`config.mk`:
```
export PLATFORM = sky130hd
export DESIGN_NAME = rbp_host_initiator
export DESIGN_NICKNAME = d
export VERILOG_FILES = /design/src/rtl/rbp_pkg.sv /design/src/rtl/rbp_sync.sv /design/src/rtl/rbp_host_initiator.sv
export SDC_FILE = /design/constraint.sdc
export NUM_CORES = 1
export LEC_CHECK = 0
export CORE_MARGIN = 4
export CORE_UTILIZATION = 49
export DETAILED_ROUTE_END_ITERATION = 7
export GPL_TIMING_DRIVEN = 0
export PLACE_DENSITY = 0.78
export REMOVE_ABC_BUFFERS = 1
export SETUP_SLACK_MARGIN = 0.2
export SLEW_MARGIN = 20
export SYNTH_ARGS = -nofsm -noshare
export SYNTH_HDL_FRONTEND = slang
export SYNTH_SLANG_ARGS = --single-unit
export TNS_END_PERCENT = 5
```
`constraint.sdc`:
```
create_clock -name sys_clk -period 4.1 [get_ports sys_clk]
set_input_delay 0.82 -clock sys_clk [delete_from_list [all_inputs] [get_ports sys_clk]]
set_output_delay 0.82 -clock sys_clk [all_outputs]
set_load 0.005 [all_outputs]
```
`src/rtl/rbp_pkg.sv`:
```
// Shared constants, FSM state encoding and a small helper for the rbp host initiator.
package rbp_pkg;
    localparam int         RBP_DATA_W    = 16;
    localparam logic [3:0] RBP_CMD_SHIFT = 4'hF;
    localparam logic [3:0] RBP_CMD_NOP   = 4'h0;

    typedef enum logic [3:0] {
        S_IDLE,
        S_SETUP,
        S_REQ_HI,
        S_WAIT_HI,
        S_SETTLE,
        S_SAMPLE,
        S_WAIT_LO,
        S_DONE,
        S_LRST,
        S_TOUT
    } rbp_state_e;

    function automatic int rbp_max(input int a, input int b);
        return (a > b) ? a : b;
    endfunction
endpackage

```
`src/rtl/rbp_sync.sv`:
```
// W-bit two-flop synchroniser for signals arriving from the rbp responder.
module rbp_sync #(
    parameter int W = 1
) (
    input  logic         i_clk,
    input  logic         i_rst,
    input  logic [W-1:0] i_d,
    output logic [W-1:0] o_q
);
    logic [W-1:0] r_meta;
    logic [W-1:0] r_q;

    always_ff @(posedge i_clk) begin
        if (i_rst) begin
            r_meta <= '0;
            r_q    <= '0;
        end else begin
            r_meta <= i_d;
            r_q    <= r_meta;
        end
    end

    assign o_q = r_q;
endmodule

```
`src/rtl/rbp_host_initiator.sv`:
```
// rbp link initiator: four-phase req/ack handshake, serial shift beats on dat, then one command beat.
// Define RBP_HOST_TIMEOUT_EN for an ack timeout that reports rsp_err and auto-resets the link.
module rbp_host_initiator
    import rbp_pkg::*;
#(
    parameter int SETUP_CYCLES   = 2,
    parameter int SETTLE_CYCLES  = 2,
    parameter int RST_CYCLES     = 16,
    parameter int TIMEOUT_CYCLES = 65535
) (
    input  logic                  sys_clk,
    input  logic                  sys_rst,
    input  logic                  link_rst_req,
    input  logic                  cmd_valid,
    output logic                  cmd_ready,
    input  logic [3:0]            cmd_code,
    input  logic [RBP_DATA_W-1:0] cmd_wdata,
    input  logic [4:0]            cmd_nbits,
    output logic                  rsp_valid,
    output logic [RBP_DATA_W-1:0] rsp_data,
    output logic                  rsp_err,
    output logic                  rbp_req,
    input  logic                  rbp_ack,
    output logic                  rbp_rst,
    output logic                  rbp_dat,
    output logic [3:0]            rbp_cmd,
    input  logic [RBP_DATA_W-1:0] rbp_data
);
    localparam int DLY_W = $clog2(rbp_max(rbp_max(SETUP_CYCLES, SETTLE_CYCLES),
                                          rbp_max(RST_CYCLES, TIMEOUT_CYCLES)) + 1);

    rbp_state_e            r_state, w_state_nxt;
    logic [DLY_W-1:0]      r_dly;
    logic [4:0]            r_k, w_k_nxt, r_nbits, w_nbits_nxt;
    logic [3:0]            r_code, w_code_nxt;
    logic [RBP_DATA_W-1:0] r_wdata, w_wdata_nxt, w_shifted, r_cap, r_rsp_data;
    logic                  w_ack_s, w_beat, w_shift, w_last;
    logic [RBP_DATA_W-1:0] w_data_s;
    logic                  r_req, r_rst, r_dat;
    logic [3:0]            r_cmd;
`ifdef RBP_HOST_TIMEOUT_EN
    logic                  r_rsp_err;
`endif

    rbp_sync #(.W(1)) u_ack_sync (
        .i_clk(sys_clk), .i_rst(sys_rst), .i_d(rbp_ack), .o_q(w_ack_s)
    );
    rbp_sync #(.W(RBP_DATA_W)) u_data_sync (
        .i_clk(sys_clk), .i_rst(sys_rst), .i_d(rbp_data), .o_q(w_data_s)
    );

    assign w_last = (r_k == r_nbits);

    always_comb begin
        w_state_nxt = r_state;
        w_k_nxt     = r_k;
        w_nbits_nxt = r_nbits;
        w_code_nxt  = r_code;
        w_wdata_nxt = r_wdata;
        case (r_state)
            S_IDLE: begin
                if (link_rst_req) begin
                    w_state_nxt = S_LRST;
                end else if (cmd_valid) begin
                    w_state_nxt = S_SETUP;
                    w_k_nxt     = '0;
                    w_code_nxt  = cmd_code;
                    w_wdata_nxt = cmd_wdata;
                    w_nbits_nxt = (cmd_nbits > 5'd16) ? 5'd16 : cmd_nbits;
                end
            end
            S_SETUP:  if (r_dly == DLY_W'(SETUP_CYCLES - 1)) w_state_nxt = S_REQ_HI;
            S_REQ_HI: w_state_nxt = S_WAIT_HI;
            S_WAIT_HI: begin
                if (w_ack_s) w_state_nxt = (SETTLE_CYCLES == 0) ? S_SAMPLE : S_SETTLE;
`ifdef RBP_HOST_TIMEOUT_EN
                else if (r_dly == DLY_W'(TIMEOUT_CYCLES - 1)) w_state_nxt = S_TOUT;
`endif
            end
            S_SETTLE: if (r_dly == DLY_W'(SETTLE_CYCLES - 1)) w_state_nxt = S_SAMPLE;
            S_SAMPLE: w_state_nxt = S_WAIT_LO;
            S_WAIT_LO: begin
                if (!w_ack_s) begin
                    if (w_last) begin
                        w_state_nxt = S_DONE;
                    end else begin
                        w_state_nxt = S_SETUP;
                        w_k_nxt     = r_k + 5'd1;
                    end
                end
`ifdef RBP_HOST_TIMEOUT_EN
                else if (r_dly == DLY_W'(TIMEOUT_CYCLES - 1)) w_state_nxt = S_TOUT;
`endif
            end
            S_TOUT: w_state_nxt = S_DONE;
`ifdef RBP_HOST_TIMEOUT_EN
            S_DONE: w_state_nxt = r_rsp_err ? S_LRST : S_IDLE;
`else
            S_DONE: w_state_nxt = S_IDLE;
`endif
            S_LRST: if (r_dly == DLY_W'(RST_CYCLES - 1)) w_state_nxt = S_IDLE;
            default: w_state_nxt = S_IDLE;
        endcase
    end

    // Link pins are registered from the next state so they change cleanly with the state.
    assign w_beat    = w_state_nxt inside {S_SETUP, S_REQ_HI, S_WAIT_HI, S_SETTLE, S_SAMPLE, S_WAIT_LO};
    assign w_shift   = (w_k_nxt < w_nbits_nxt);
    assign w_shifted = w_wdata_nxt << w_k_nxt;

    always_ff @(posedge sys_clk) begin
        if (sys_rst) begin
            r_state    <= S_IDLE;
            r_dly      <= '0;
            r_k        <= '0;
            r_nbits    <= '0;
            r_code     <= '0;
            r_wdata    <= '0;
            r_cap      <= '0;
            r_rsp_data <= '0;
            r_req      <= 1'b0;
            r_rst      <= 1'b0;
            r_dat      <= 1'b0;
            r_cmd      <= RBP_CMD_NOP;
        end else begin
            r_state <= w_state_nxt;
            r_dly   <= (w_state_nxt != r_state) ? '0 : r_dly + 1'b1;
            r_k     <= w_k_nxt;
            r_nbits <= w_nbits_nxt;
            r_code  <= w_code_nxt;
            r_wdata <= w_wdata_nxt;
            r_req   <= w_state_nxt inside {S_REQ_HI, S_WAIT_HI, S_SETTLE, S_SAMPLE};
            r_rst   <= (w_state_nxt == S_LRST);
            r_cmd   <= !w_beat ? RBP_CMD_NOP : (w_shift ? RBP_CMD_SHIFT : w_code_nxt);
            r_dat   <= w_beat && w_shift && w_shifted[RBP_DATA_W-1];
            if (r_state == S_SAMPLE) r_cap <= w_data_s;
            if (r_state == S_WAIT_LO && w_state_nxt == S_DONE) r_rsp_data <= r_cap;
`ifdef RBP_HOST_TIMEOUT_EN
            if (r_state == S_TOUT) r_rsp_data <= '0;
`endif
        end
    end

`ifdef RBP_HOST_TIMEOUT_EN
    always_ff @(posedge sys_clk) begin
        if (sys_rst)                                         r_rsp_err <= 1'b0;
        else if (r_state == S_TOUT)                          r_rsp_err <= 1'b1;
        else if (r_state == S_WAIT_LO && w_state_nxt == S_DONE) r_rsp_err <= 1'b0;
    end
    assign rsp_err = r_rsp_err;
`else
    assign rsp_err = 1'b0;
`endif

    assign cmd_ready = (r_state == S_IDLE) && !link_rst_req && !sys_rst;
    assign rsp_valid = (r_state == S_DONE);
    assign rsp_data  = r_rsp_data;
    assign rbp_req   = r_req;
    assign rbp_rst   = r_rst;
    assign rbp_dat   = r_dat;
    assign rbp_cmd   = r_cmd;
endmodule

```
==> results.tsv <==
stage	metric	value	unit
floorplan	# IOs	72	
placed_design	DP Worst Slack	-0.605	ns
critical_path	CP Cell Sequence	clkdlybuf4s50_1 -> nor2_2 -> and3_4 -> mux2i_1 -> ha_1 -> and3_1 -> a221oi_1 -> nand2_1 -> or3_1 -> a221oi_1	
timing	Final WS setup	0.582	ns
critical_path	crit start category	primary input	
run_status	status	finished clean	
floorplan	Die W	108	um
critical_path	worst path bufs/invs	1	
global_routing	first-pass GRT wire length	16200	um
logic_synthesis	ranking of synthesized cells by area	dfxtp_1 51%, nand2_1 6.1%, a21oi_1 5.1%	
clock_tree	clock buffer depth	2	
critical_path	Worst EP required	4.51	ns
routing	Vias	3732	
critical_path	slowest stage delay, CP	0.48	ns
job	Max Cap Viol	0	
cells_and_area	non-filler cells, final	736	
critical_path	CP max-delay cell	clkdlybuf4s50_1	
logic_synthesis	area of the mapped netlist	4870	um^2
timing	Max Fclk	284	MHz
logic_synthesis	number of enable flip-flop cells after synthesis	0	
routing	Routed WL per cell	13.4	um
placed_design	Buffers on Ports	70	
critical_path	endpoint type of the worst setup path	flip-flop	
global_routing	initial antenna violation count	0	
floorplan	Die Span Y	108	um
routing	DRT iter0 DRCs	193	
timing	# setup viols final	0	
critical_path	critical path arrival	3.93	ns
routing	WL final	9880	um
global_routing	GR Util All Layers	17.3	%
pwr	Internal Pwr Total	2.29	mW
logic_synthesis	biggest area consumer among synthesized cells	dfxtp_1	
logic_synthesis	Avg Synthesized Cell Area	9.21	um^2
timing	RSZ-0062 raised after global routing	false	
critical_path	Top cell by count, worst path	a221oi_1	
cells_and_area	Inserted Diodes	0	
logic_synthesis	post-synth cell types	49	
cells_and_area	Final nets	643	
global_routing	global route overflow	0	
critical_path	crit path kind	primary input to flip-flop	
floorplan	Initial Util	50.1	%
critical_path	Critical Path Fanout Max	27	
pwr	Switching Power	0.982	mW
clock_tree	CTS clk-pin slew, worst paths	0.07	ns
clock_tree	Inserted Clock Buffers	17	
pwr	Power Density	526	nW/um^2
pwr	Tot Pwr	3.27	mW
pwr	Flop pwr share	41.1	%
timing	slew of the pin with the lowest slew margin	1.04	ns
logic_synthesis	register bit count reported by yosys	123	
placed_design	GPL Wtd Cong	0.823	
timing	Clock Skew	0.0104	ns
routing	first-pass iteration count of the detailed router	4	
pwr	Clock Power Share	42.3	%
clock_tree	CTS tree	built	
pwr	Sw Ratio	30.0	%
logic_synthesis	ys async rst share	0	%
timing	Final period util	85.8	%
timing	max-slew violation count	0	
timing	Slew HR	30.8	%
clock_tree	H-tree levels	4	
logic_synthesis	Mapped Cells	529	
clock_tree	hold-fix buffers at CTS	0	
floorplan	core area	9730	um^2
floorplan	die area	11600	um^2
pwr	leakage	2.37	nW
timing	min cycle time layout	3.52	ns
routing	Final ANT Viol Nets	0	
placed_design	Cells after DPL	703	
global_routing	largest net degree at the start of global routing	81	
timing	Fin. Hold Viols	0	
routing	Post-route DRC	0	
placed_design	HPWL after DPL	6300	um
logic_synthesis	register area share after synthesis	50.5	%
logic_synthesis	Yosys top cell area share	50.5	%
global_routing	vias in the first global route	3578	
cells_and_area	Synth-to-Final Area Change	27.5	%
clock_tree	TritonCTS Sinks	123	
critical_path	Crit path max-delay family	simple AND/OR/NAND/NOR gates	
routing	vias per cell	5.07	
pwr	logic gate share of total power	16.6	%
cells_and_area	fill count	803	
timing	setup TNS	0	ns
logic_synthesis	Ys Warns	0	
min_path	hold crit path type	flip-flop to flip-flop	
clock_tree	clk root buf	clkbuf_8	
clock_tree	Clk Latency, worst-skew pair	0.50	ns
logic_synthesis	Top FF cell, synth	dfxtp_1	
cells_and_area	share of layout cells above drive strength 1	9.95	%
floorplan	row cnt	36	
pwr	Peak VDD IR	0.349	mV
## layer usage
| layer | track usage [%] | vias to the layer above | part of all wire [%] |
|---|---|---|---|
| li1 | - | 1893 | - |
| met1 | 21.8 | 1765 | 44 |
| met2 | 28.1 | 64 | 50 |
| met3 | 5.22 | 10 | 4.4 |
| met4 | 5.77 | 0 | 1.0 |
| met5 | 0 | - | 0 |
## worst paths after layout
check | start | to | slack (ns) | cells after the start
worst max-delay path | link_rst_req | rbp_dat$_SDFF_PP0_ | 0.58 | 10
worst min-delay path | u_data_sync.o_q[13]$_SDFF_PP0_ | r_cap[13]$_SDFFE_PP0P_ | 0.43 | 2
worst max register to register | r_state[3]$_SDFF_PP0_ | rbp_dat$_SDFF_PP0_ | 0.66 | 13
worst min register to register | u_data_sync.o_q[13]$_SDFF_PP0_ | r_cap[13]$_SDFFE_PP0P_ | 0.43 | 2
## area by class of cell
type | instances | area, um^2 | area share [%]
inverters | 9 | 33.8 | 0.544
clock inverters | 15 | 150 | 2.42
repair buffers | 71 | 726 | 11.7
well taps | 133 | 166 | 2.68
flip-flops and latches | 123 | 2460 | 39.6
multi-input cells | 368 | 2260 | 36.4
clock buffers | 17 | 414 | 6.67
## synth_stat cells, types with 4 or more instances
cell type,instances
dfxtp_1,123
nand2_1,79
nor2_1,54
a21oi_1,50
nor2b_1,39
mux2i_1,25
clkbuf_1,21
nand3_1,11
xnor2_1,11
xor2_1,11
inv_1,9
nor2_4,8
ha_1,7
nand4_1,7
nor3_1,6
nor3b_1,6
and3_1,5
buf_2,5
or3_1,5
a2111oi_0,4
## registers in the layout (all words and copies together), names as in the netlist, 4 cells and up
register            flops
r_code                  4
r_state                 4
r_dly                  16
r_wdata                16
r_nbits                 5
r_cap                  16
r_k                     5
u_data_sync.r_meta     16
rsp_data               16
u_data_sync.o_q        16
rbp_cmd                 4
## layout by cell type, fill, tap and decap left out, types with 3 or more instances in the layout
| cell | synthesis | final |
|---|---|---|
| a2111oi_0 | 4 | 4 |
| a21oi_1 | 50 | 50 |
| a221oi_1 | 3 | 3 |
| and3_1 | 5 | 4 |
| clkbuf_16 | 0 | 16 |
| clkdlybuf4s50_1 | 0 | 69 |
| clkinvlp_4 | 0 | 3 |
| dfxtp_1 | 123 | 123 |
| ha_1 | 7 | 7 |
| inv_1 | 9 | 9 |
| inv_6 | 0 | 5 |
| inv_8 | 0 | 3 |
| mux2i_1 | 25 | 25 |
| nand2_1 | 79 | 79 |
| nand3_1 | 11 | 10 |
| nand4_1 | 7 | 7 |
| nor2_1 | 54 | 53 |
| nor2_2 | 3 | 4 |
| nor2_4 | 8 | 8 |
| nor2b_1 | 39 | 39 |
| nor3_1 | 6 | 6 |
| nor3b_1 | 6 | 6 |
| nor4_2 | 3 | 3 |
| o21ai_0 | 3 | 3 |
| or3_1 | 5 | 5 |
| xnor2_1 | 11 | 11 |
| xor2_1 | 11 | 11 |
## per-stage QoR
stage	hold slack (ns)	util [%]	area, um^2
floorplan	0.411	-	4730
global placement	0.418	57.5	5590
detailed placement	0.422	57.8	5620
CTS	0.434	63.6	6190
global route	0.439	63.9	6210
finish	0.433	63.9	6210
## power by group through the flow
stage | clock network, mW | logic, mW | registers (mW)
global placement | 0 | 0.501 | 1.36
detailed placement | 0 | 0.520 | 1.37
finish | 1.38 | 0.543 | 1.34
global route | 1.47 | 0.597 | 1.36
floorplan | 0 | 0.332 | 1.36
CTS | 1.41 | 0.524 | 1.34
## timing repair
action	4_1_cts	5_1_grt
cloned	0	1
hold endpoints to repair	0	0
pin swaps	0	1
setup endpoints to repair	1	1
gates resized for setup	1	4
setup buffers	0	0
## cells by family (layout without fill, tap and decap cells)
kind of cell,count (synthesis),after routing,share of synthesized area [%]
compound gates,75,75,9.40
fa+ha+maj,7,7,1.80
mux,29,29,6.19
flops,123,123,50.5
xor+xnor,22,22,3.95
buf+inv,39,112,3.70
simple gates,233,234,24.4
other cells,1,1,0.0769
## worst min-delay path: stages, from the launching register on
cell	delay [ns]
dfxtp_1	0.30
nand2_1	0.05
a21oi_1	0.05
No activity file was read; power rests on OpenSTA's default activity.
